--- config.mk ---
export PLATFORM = sky130hd
export DESIGN_NAME = reset_sequencer
export DESIGN_NICKNAME = d
export VERILOG_FILES = /design/src/rtl/reset_sequencer.sv
export SDC_FILE = /design/constraint.sdc
export NUM_CORES = 1
export LEC_CHECK = 0
export BUFFER_PORTS_ARGS = -buffer_cell sky130_fd_sc_hd__buf_4
export CAP_MARGIN = 25
export CELL_PAD_IN_SITES_DETAIL_PLACEMENT = 1
export CELL_PAD_IN_SITES_GLOBAL_PLACEMENT = 1
export CORE_MARGIN = 2
export CORE_UTILIZATION = 43
export DETAILED_ROUTE_END_ITERATION = 8
export PLACE_DENSITY = 0.81
export RECOVER_POWER = 50
export SETUP_SLACK_MARGIN = 0.05
export SYNTH_ARGS = -nofsm -noshare
export SYNTH_HDL_FRONTEND = slang
export SYNTH_SLANG_ARGS = --single-unit
export TNS_END_PERCENT = 50
--- constraint.sdc ---
create_clock -name clk_core -period 2.12 [get_ports clk_core]
set_input_delay 0.424 -clock clk_core [delete_from_list [all_inputs] [get_ports clk_core]]
set_output_delay 0.424 -clock clk_core [all_outputs]
set_load 0.03 [all_outputs]
--- src/rtl/reset_sequencer.sv ---
// -----------------------------------------------------------------------------
// reset_sequencer
//
// Purpose:
//   FPGA top-level reset sequencer. Two-flop synchronises every asynchronous
//   clock-generator lock indication, waits for all of them to stay high for
//   STABLE_CYCLES, then releases NUM_OUT active-low resets one at a time in
//   index order. Releases are spaced by at least STEP_CYCLES, and a stage can
//   optionally wait for its acknowledge. Any lock loss or software request
//   pulls every reset back low. A saturating counter records lock-caused aborts.
//
// Ports:
//   clk_core       in   1           sole clock, rising edge
//   reset_n        in   1           synchronous, active-low reset
//   lock_i         in   LOCK_WIDTH  asynchronous lock indications, 1=locked
//   soft_rst_req   in   1           synchronous request to re-run the sequence
//   stage_ack      in   NUM_OUT     per-stage acknowledge (used where ACK_MASK=1)
//   rst_n_o        out  NUM_OUT     sequenced active-low resets
//   ready          out  1           all stages released and final step elapsed
//   state_o        out  2           WAIT_LOCK=0, STABLE=1, RELEASE=2, RUN=3
//   lock_loss_cnt  out  8           saturating count of lock-caused aborts
// -----------------------------------------------------------------------------
module reset_sequencer #(
  parameter int                 NUM_OUT       = 3,
  parameter int                 LOCK_WIDTH    = 2,
  parameter int                 STABLE_CYCLES = 1024,
  parameter int                 STEP_CYCLES   = 16,
  parameter logic [NUM_OUT-1:0] ACK_MASK      = '0
) (
  input  logic                  clk_core,
  input  logic                  reset_n,
  input  logic [LOCK_WIDTH-1:0] lock_i,
  input  logic                  soft_rst_req,
  input  logic [NUM_OUT-1:0]    stage_ack,
  output logic [NUM_OUT-1:0]    rst_n_o,
  output logic                  ready,
  output logic [1:0]            state_o,
  output logic [7:0]            lock_loss_cnt
);

  localparam int STABLE_W = (STABLE_CYCLES > 1) ? $clog2(STABLE_CYCLES) : 1;
  localparam int STEP_W   = (STEP_CYCLES > 1)   ? $clog2(STEP_CYCLES)   : 1;
  localparam int IDX_W    = (NUM_OUT > 1)       ? $clog2(NUM_OUT)       : 1;

  localparam logic [STABLE_W-1:0] STABLE_LAST = STABLE_W'(STABLE_CYCLES - 1);
  localparam logic [STEP_W-1:0]   STEP_LAST   = STEP_W'(STEP_CYCLES - 1);
  localparam logic [IDX_W-1:0]    IDX_LAST    = IDX_W'(NUM_OUT - 1);

  typedef enum logic [1:0] {
    WAIT_LOCK = 2'd0,
    STABLE    = 2'd1,
    RELEASE   = 2'd2,
    RUN       = 2'd3
  } state_t;

  logic [LOCK_WIDTH-1:0] lock_p0;
  logic [LOCK_WIDTH-1:0] lock_p1;
  logic                  locked;

  state_t                state;
  state_t                state_nxt;
  logic [STABLE_W-1:0]   stable_cnt;
  logic [STABLE_W-1:0]   stable_cnt_nxt;
  logic [STEP_W-1:0]     step_cnt;
  logic [STEP_W-1:0]     step_cnt_nxt;
  logic [IDX_W-1:0]      idx;
  logic [IDX_W-1:0]      idx_nxt;
  logic [NUM_OUT-1:0]    rst_n_nxt;
  logic                  ready_nxt;
  logic [7:0]            loss_cnt_nxt;
  logic                  abort;
  logic                  advance;

  // Synchroniser stage: lock_p0 is the metastability flop, lock_p1 is safe to use
  always_ff @(posedge clk_core) begin
    if (!reset_n) begin
      lock_p0 <= '0;
      lock_p1 <= '0;
    end else begin
      lock_p0 <= lock_i;
      lock_p1 <= lock_p0;
    end
  end

  assign locked = &lock_p1;

  // Sequencing stage: next-state and next-output decode
  always_comb begin
    state_nxt      = state;
    stable_cnt_nxt = stable_cnt;
    step_cnt_nxt   = step_cnt;
    idx_nxt        = idx;
    rst_n_nxt      = rst_n_o;
    ready_nxt      = ready;
    loss_cnt_nxt   = lock_loss_cnt;
    advance        = 1'b0;

    // Abort wins over every other transition, including completions in the same cycle.
    abort = (state != WAIT_LOCK) && (!locked || soft_rst_req);

    if (abort) begin
      state_nxt      = WAIT_LOCK;
      stable_cnt_nxt = '0;
      step_cnt_nxt   = '0;
      idx_nxt        = '0;
      rst_n_nxt      = '0;
      ready_nxt      = 1'b0;
      // Only lock loss is counted; a simultaneous soft request still counts.
      if (!locked && (lock_loss_cnt != 8'hFF)) begin
        loss_cnt_nxt = lock_loss_cnt + 8'd1;
      end
    end else begin
      case (state)
        WAIT_LOCK: begin
          rst_n_nxt = '0;
          ready_nxt = 1'b0;
          if (locked) begin
            state_nxt      = STABLE;
            stable_cnt_nxt = '0;
          end
        end

        STABLE: begin
          if (stable_cnt == STABLE_LAST) begin
            state_nxt    = RELEASE;
            idx_nxt      = '0;
            step_cnt_nxt = '0;
            rst_n_nxt[0] = 1'b1;
          end else begin
            stable_cnt_nxt = stable_cnt + 1'b1;
          end
        end

        RELEASE: begin
          // Saturate so an ack-gated stage keeps its "step elapsed" condition.
          if (step_cnt != STEP_LAST) begin
            step_cnt_nxt = step_cnt + 1'b1;
          end
          advance = (step_cnt == STEP_LAST) && (!ACK_MASK[idx] || stage_ack[idx]);
          if (advance) begin
            if (idx == IDX_LAST) begin
              state_nxt = RUN;
              ready_nxt = 1'b1;
            end else begin
              idx_nxt      = idx + 1'b1;
              step_cnt_nxt = '0;
              for (int k = 0; k < NUM_OUT; k++) begin
                if (k == int'(idx_nxt)) begin
                  rst_n_nxt[k] = 1'b1;
                end
              end
            end
          end
        end

        RUN: begin
          rst_n_nxt = '1;
          ready_nxt = 1'b1;
        end

        default: begin
          state_nxt = WAIT_LOCK;
          rst_n_nxt = '0;
          ready_nxt = 1'b0;
        end
      endcase
    end
  end

  // Register stage: every output comes straight from a flop
  always_ff @(posedge clk_core) begin
    if (!reset_n) begin
      state         <= WAIT_LOCK;
      stable_cnt    <= '0;
      step_cnt      <= '0;
      idx           <= '0;
      rst_n_o       <= '0;
      ready         <= 1'b0;
      lock_loss_cnt <= '0;
    end else begin
      state         <= state_nxt;
      stable_cnt    <= stable_cnt_nxt;
      step_cnt      <= step_cnt_nxt;
      idx           <= idx_nxt;
      rst_n_o       <= rst_n_nxt;
      ready         <= ready_nxt;
      lock_loss_cnt <= loss_cnt_nxt;
    end
  end

  assign state_o = state;

endmodule

==> results.py, run 1 <==
metrics = {
    "run_status": {
        "status": "finished, final reports clean",
    },
    "logic_synthesis": {
        "synth_cell_type_count": 53,
        "synth-main-ff-cell": "dfxtp_1",
        "avgSynthCellArea_sq_um": 8.878,
        "ys_seq_area_share_pct": 36.68,
        "async_flop_share_pct": 0,
        "yosysWarnings": 0,
        "synthesis.nets": 230,
        "syn_area_sq_um": 1856,
        "ys_ff_latch": 34,
        "syn_inst": 209,
        "synth_edf_count": 0,
    },
    "placement": {
        "hpwlAfterDp_microns": 3415,
        "placed_cells": 282,
        "placed_area_sq_um": 2092,
        "place.port_buffers": 18,
        "gp_congestion": 0.8050,
    },
    "detailed_routing": {
        "wl_per_cell_microns": 15.76,
        "drtPass1Iterations": 4,
        "drt_wl_total_microns": 4570,
        "vias": 1703,
        "drt_iter0_drc": 108,
        "via_per_inst": 5.872,
        "detail-route-antenna-nets": 0,
        "drc": 0,
    },
    "clock_network": {
        "path_clk_slew_ns": 0.07,
        "cts_setup_buffers": 0,
        "clock_path_buffers": 2,
        "cts.repair.resized": 0,
        "cts_tree": "done",
        "holdBufCountCts": 0,
        "numClockSinks": 34,
        "cts_buffers": 5,
        "insertion_delay_ns": 0.29,
        "htreeDepth": 2,
        "cts-root-buf": "clkbuf_8",
    },
    "global_routing": {
        "grt_pass1_wl_microns": 7921,
        "use_met2_pct": 35.58,
        "antenna_found_initial": 0,
        "grt_pass1_vias": 1745,
        "grt_usage_pct": 20.16,
        "grt_use_met1_pct": 23.90,
        "grt_util_met3_pct": 4.360,
        "grt_max_degree": 12,
        "grt-busiest-layer": "met2",
        "grt-ovfl-total": 0,
    },
    "layout": {
        "layout_commonest_cell": "dfxtp_1",
        "n_antenna_cell": 0,
        "layout_common_cells": "dfxtp_1, a21oi_1, nand2_1",
        "fin_area_sq_um": 2130,
        "finalNonFillerCells": 290,
        "final_nets": 260,
        "finalCoreUtilization_pct": 52.11,
        "area_growth_pct": 14.77,
        "layout-drive-gt1-share_pct": 12.92,
    },
    "sta": {
        "worst_pin_slew_ns": 0.5071,
        "period_needed_ns": 1.969,
        "max_slew_margin_pct": 65.93,
        "timing.final.crit_share_pct": 92.88,
        "drv_slew": 0,
        "setup_viol": 0,
        "finalHoldViolations": 0,
        "fin_setup_tns_ns": 0,
        "rsz0062_at_grt": "true",
        "clock_skew_ns": 0.01168,
        "timing.fmax_ghz": 0.5079,
    },
    "worst_setup_path": {
        "crit_fanout": 8,
        "required_ns": 2.34,
        "arrival_ns": 2.19,
        "crit_type": "reg2reg",
        "worstSetupEndpointType": "flop",
        "worst_setup_path_start_kind": "flop",
    },
    "floorplan": {
        "io_pins": 22,
        "die-height_microns": 69.69,
        "die_area_sq_um": 4857,
        "num_rows": 23,
        "die_x_microns": 69.69,
        "coreArea_sq_um": 4086,
        "initial_core_util_pct": 45.41,
    },
    "worst_hold_path": {
        "min_path_type": "in2reg",
    },
    "power": {
        "fin_total_pwr_mw": 1.434,
        "p_leak_nw": 0.7617,
        "p_per_area_nw_per_um2": 673.3,
        "peakVddDrop_mv": 0.3220,
    },
    "flow_run": {
        "cap_violations": 0,
    },
}
synthesized netlist by cell type (3+ instances only):
master | n | share of area, %
nor2_1 | 5 | 1.0
o21a_1 | 6 | 2.4
or3_1 | 4 | 1.3
o21ai_0 | 11 | 3.0
nand2_1 | 17 | 3.4
dfxtp_1 | 34 | 37
o211ai_1 | 3 | 1.2
inv_1 | 13 | 2.6
a21oi_1 | 18 | 4.9
o31ai_1 | 9 | 3.6
and2_1 | 6 | 2.0
nand4_1 | 4 | 1.3
nand3_1 | 10 | 2.7
ha_1 | 13 | 8.8
nor3_1 | 3 | 0.81
or4_1 | 7 | 2.8
worst max-delay path, cell delays in order, from the launching register on:
cell and delay [ns]:
dfxtp_1 0.47, inv_1 0.11, ha_2 0.26, and2b_2 0.24, o21ai_0 0.16, or4_1 0.50, a21oi_1 0.16
registers in the layout, indices dropped and copies added (netlist names):
register and count:
step_cnt 4, lock_p0 2, stable_cnt 10, state_o 2, rst_n_o 3, ready 1, idx 2, lock_loss_cnt 8
lock_p1 2
logic make-up after synthesis:
logic type | count (synthesis) | share of synthesized area [%]
AOI/OAI and AO/OA | 69 | 25.76
xor gates and xnor gates | 1 | 0.4721
buffers and inverters | 19 | 4.787
DFF | 34 | 36.68
adders and majority gates | 13 | 8.766
muxes | 2 | 1.079
and+or+nand+nor | 71 | 22.46
final cells by class:
class / count / area (sq um)
Fill cell: 512 / 1957
Multi-Input combinational cell: 156 / 1089
Sequential cell: 34 / 680.7
Timing Repair Buffer: 28 / 153.9
Clock buffer: 7 / 86.33
Tap cell: 50 / 62.56
Inverter: 14 / 52.55
Clock inverter: 1 / 5.005
worst paths after layout:
kind	depth (start not counted)	slack [ns]	to	from
worst min-delay path	2	0.35	lock_p0[1]$_SDFF_PN0_	lock_i[1]
worst max-delay path	6	0.15	stable_cnt[8]$_SDFFE_PP0P_	state_o[0]$_SDFFE_PP0P_
worst min register to register	1	0.44	lock_p1[0]$_SDFF_PN0_	lock_p0[0]$_SDFF_PN0_
worst max register to register	6	0.15	stable_cnt[8]$_SDFFE_PP0P_	state_o[0]$_SDFFE_PP0P_
metal layers:
metal | part of all wire, % | vias up
met5 | 0 | -
li1 | - | 849
met3 | 3.0 | 7
met1 | 48 | 825
met4 | 1.4 | 0
met2 | 48 | 22
where the power goes:
group	leakage [nW]	total (mW)	switching, mW	internal, mW
logic	0.439	0.251	0.163	0.0882
registers	0.275	0.684	0.0219	0.663
clock network	0.0482	0.498	0.236	0.262
metrics by stage:
| step | hold WS, ns | setup slack, ns |
|---|---|---|
| final | 0.3459 | 0.1509 |
| after global routing | 0.3542 | 0.01403 |
| after CTS | 0.3370 | 0.07518 |
| after detailed placement | 0.4314 | 0.08377 |
| after global placement | 0.4255 | 0.1905 |
| after floorplan | 0.4118 | 0.1427 |
Power figures use the tool's default switching activity.
==> run 2: changes to the inputs <==
- BUFFER_PORTS_ARGS: -buffer_cell sky130_fd_sc_hd__buf_4 -> -buffer_cell sky130_fd_sc_hd__buf_2
==> results.py, run 2 (synthesis results as in run 1) <==
metrics = {
    "detailed_routing": {
        "drt_iter0_drc": 67,
        "wl_per_cell_microns": 15.12,
        "drt_wl_total_microns": 4400,
        "vias": 1707,
        "via_per_inst": 5.866,
        "detail-route-antenna-nets": 0,
        "drc": 0,
        "drtPass1Iterations": 5,
    },
    "floorplan": {
        "die-height_microns": 69.69,
        "num_rows": 23,
        "io_pins": 22,
        "die_x_microns": 69.69,
        "initial_core_util_pct": 45.41,
        "coreArea_sq_um": 4086,
        "die_area_sq_um": 4857,
    },
    "layout": {
        "final_nets": 261,
        "nFillCells": 526,
        "layout-drive-gt1-share_pct": 12.86,
        "top_register": "stable_cnt",
        "area_growth_pct": 13.96,
        "top_regs": "stable_cnt (10), lock_loss_cnt (8), step_cnt (4)",
        "n_antenna_cell": 0,
        "largest_register_ffs": 10,
        "layout_commonest_cell": "dfxtp_1",
        "layout_common_cells": "dfxtp_1, a21oi_1, clkbuf_1",
    },
    "global_routing": {
        "grt_pass1_vias": 1682,
        "grt-ovfl-total": 0,
        "grt_max_degree": 11,
        "grt_pass1_wl_microns": 7583,
        "antenna_found_initial": 0,
        "grt_usage_pct": 19.24,
    },
    "worst_setup_path": {
        "crit_type": "reg2reg",
        "worst_setup_path_start_kind": "flop",
        "arrival_ns": 2.04,
        "crit_fanout": 8,
        "worst-r2r-cell-count": 6,
        "required_ns": 2.34,
        "worstSetupEndpointType": "flop",
    },
    "power": {
        "p_leak_nw": 0.7580,
        "peakVddDrop_mv": 0.4536,
        "p_per_area_nw_per_um2": 674.7,
    },
    "clock_network": {
        "insertion_delay_ns": 0.29,
        "clock_path_buffers": 2,
        "cts.repair.resized": 0,
        "cts-root-buf": "clkbuf_8",
        "cts_buffers": 5,
        "cts_setup_buffers": 0,
        "holdBufCountCts": 0,
        "numClockSinks": 34,
        "path_clk_slew_ns": 0.07,
        "cts_tree": "done",
        "htreeDepth": 2,
    },
    "placement": {
        "place.port_buffers": 18,
        "pre_cts_slack_ns": 0.1571,
        "gp_congestion": 0.7475,
        "hpwlAfterDp_microns": 3383,
    },
    "sta": {
        "setup_ws_ns": 0.2997,
        "setup_viol": 0,
        "timing.final.crit_share_pct": 85.86,
        "clock_skew_ns": 0.006415,
        "max_slew_margin_pct": 67.71,
        "finalHoldViolations": 0,
        "timing.fmax_ghz": 0.5494,
        "worst_pin_slew_ns": 0.4815,
        "rsz0062_at_grt": "false",
        "period_needed_ns": 1.820,
        "drv_slew": 0,
        "fin_setup_tns_ns": 0,
    },
    "run_status": {
        "status": "finished, final reports clean",
    },
    "worst_hold_path": {
        "min_path_type": "in2reg",
        "hold_depth": 2,
    },
    "flow_run": {
        "cap_violations": 0,
    },
}
-- run 2: cell count changes in the layout (fill, tap and decap cells not counted) --
cell,before,now
o31ai_2,0,1
o31ai_4,1,0
dfxtp_1,34,33
dfxtp_2,0,1
and2_1,3,6
and2_0,3,0
clkbuf_1,16,18
buf_2,0,3
buf_4,13,9
-- run 2: critical path, stage by stage, from the launching register on --
cell and delay, ns:
dfxtp_1 0.32, inv_1 0.10, ha_1 0.27, o2111ai_1 0.15
a21o_1 0.26, or4_1 0.52, a21oi_1 0.14
-- run 2: worst paths after layout --
check	slack (ns)	end	start
worst min register to register	0.44	lock_p1[0]$_SDFF_PN0_	lock_p0[0]$_SDFF_PN0_
worst min-delay path	0.35	lock_p0[1]$_SDFF_PN0_	lock_i[1]
worst max register to register	0.30	stable_cnt[9]$_SDFFE_PP0P_	state_o[1]$_SDFFE_PP0P_
worst max-delay path	0.30	stable_cnt[9]$_SDFFE_PP0P_	state_o[1]$_SDFFE_PP0P_
-- run 2: area by class of cell --
| cell class | instances | area [sq um] | area share [%] |
|---|---|---|---|
| multi-input cells | 156 | 1080 | 51.07 |
| flip-flops and latches | 34 | 681.9 | 32.25 |
| repair buffers | 29 | 146.4 | 6.923 |
| clock buffers | 7 | 86.33 | 4.083 |
| well taps | 50 | 62.56 | 2.959 |
| inverters | 14 | 52.55 | 2.485 |
| clock inverters | 1 | 5.005 | 0.2367 |
-- run 2: layer usage --
layer | up-vias | wire, microns | GRT usage (%)
li1 | 848 | - | -
met4 | 0 | 69 | 6.197
met1 | 825 | 2053 | 22.52
met2 | 26 | 2143 | 34.40
met5 | - | 0 | 0
met3 | 8 | 134 | 4.651
-- run 2: power by group --
part           switching (mW)  leakage, nW  internal [mW]  total, mW
clock                   0.234       0.0482          0.262      0.496
sequential             0.0219        0.275          0.663      0.685
combinational           0.161        0.434         0.0835      0.245
total                   0.418        0.758           1.01       1.43
-- run 2: through the flow --
stage               power [mW]  area [sq um]  hold slack (ns)  utilization [%]  std cells
floorplan               0.8652          1856           0.4118                -        209
global placement        0.9453          2054           0.4144            50.28        283
detailed placement      0.9544          2054           0.4253            50.28        283
CTS                      1.456          2146           0.3432            52.51        291
global route             1.503          2115           0.3458            51.75        291
finish                   1.427          2115           0.3488            51.75        291
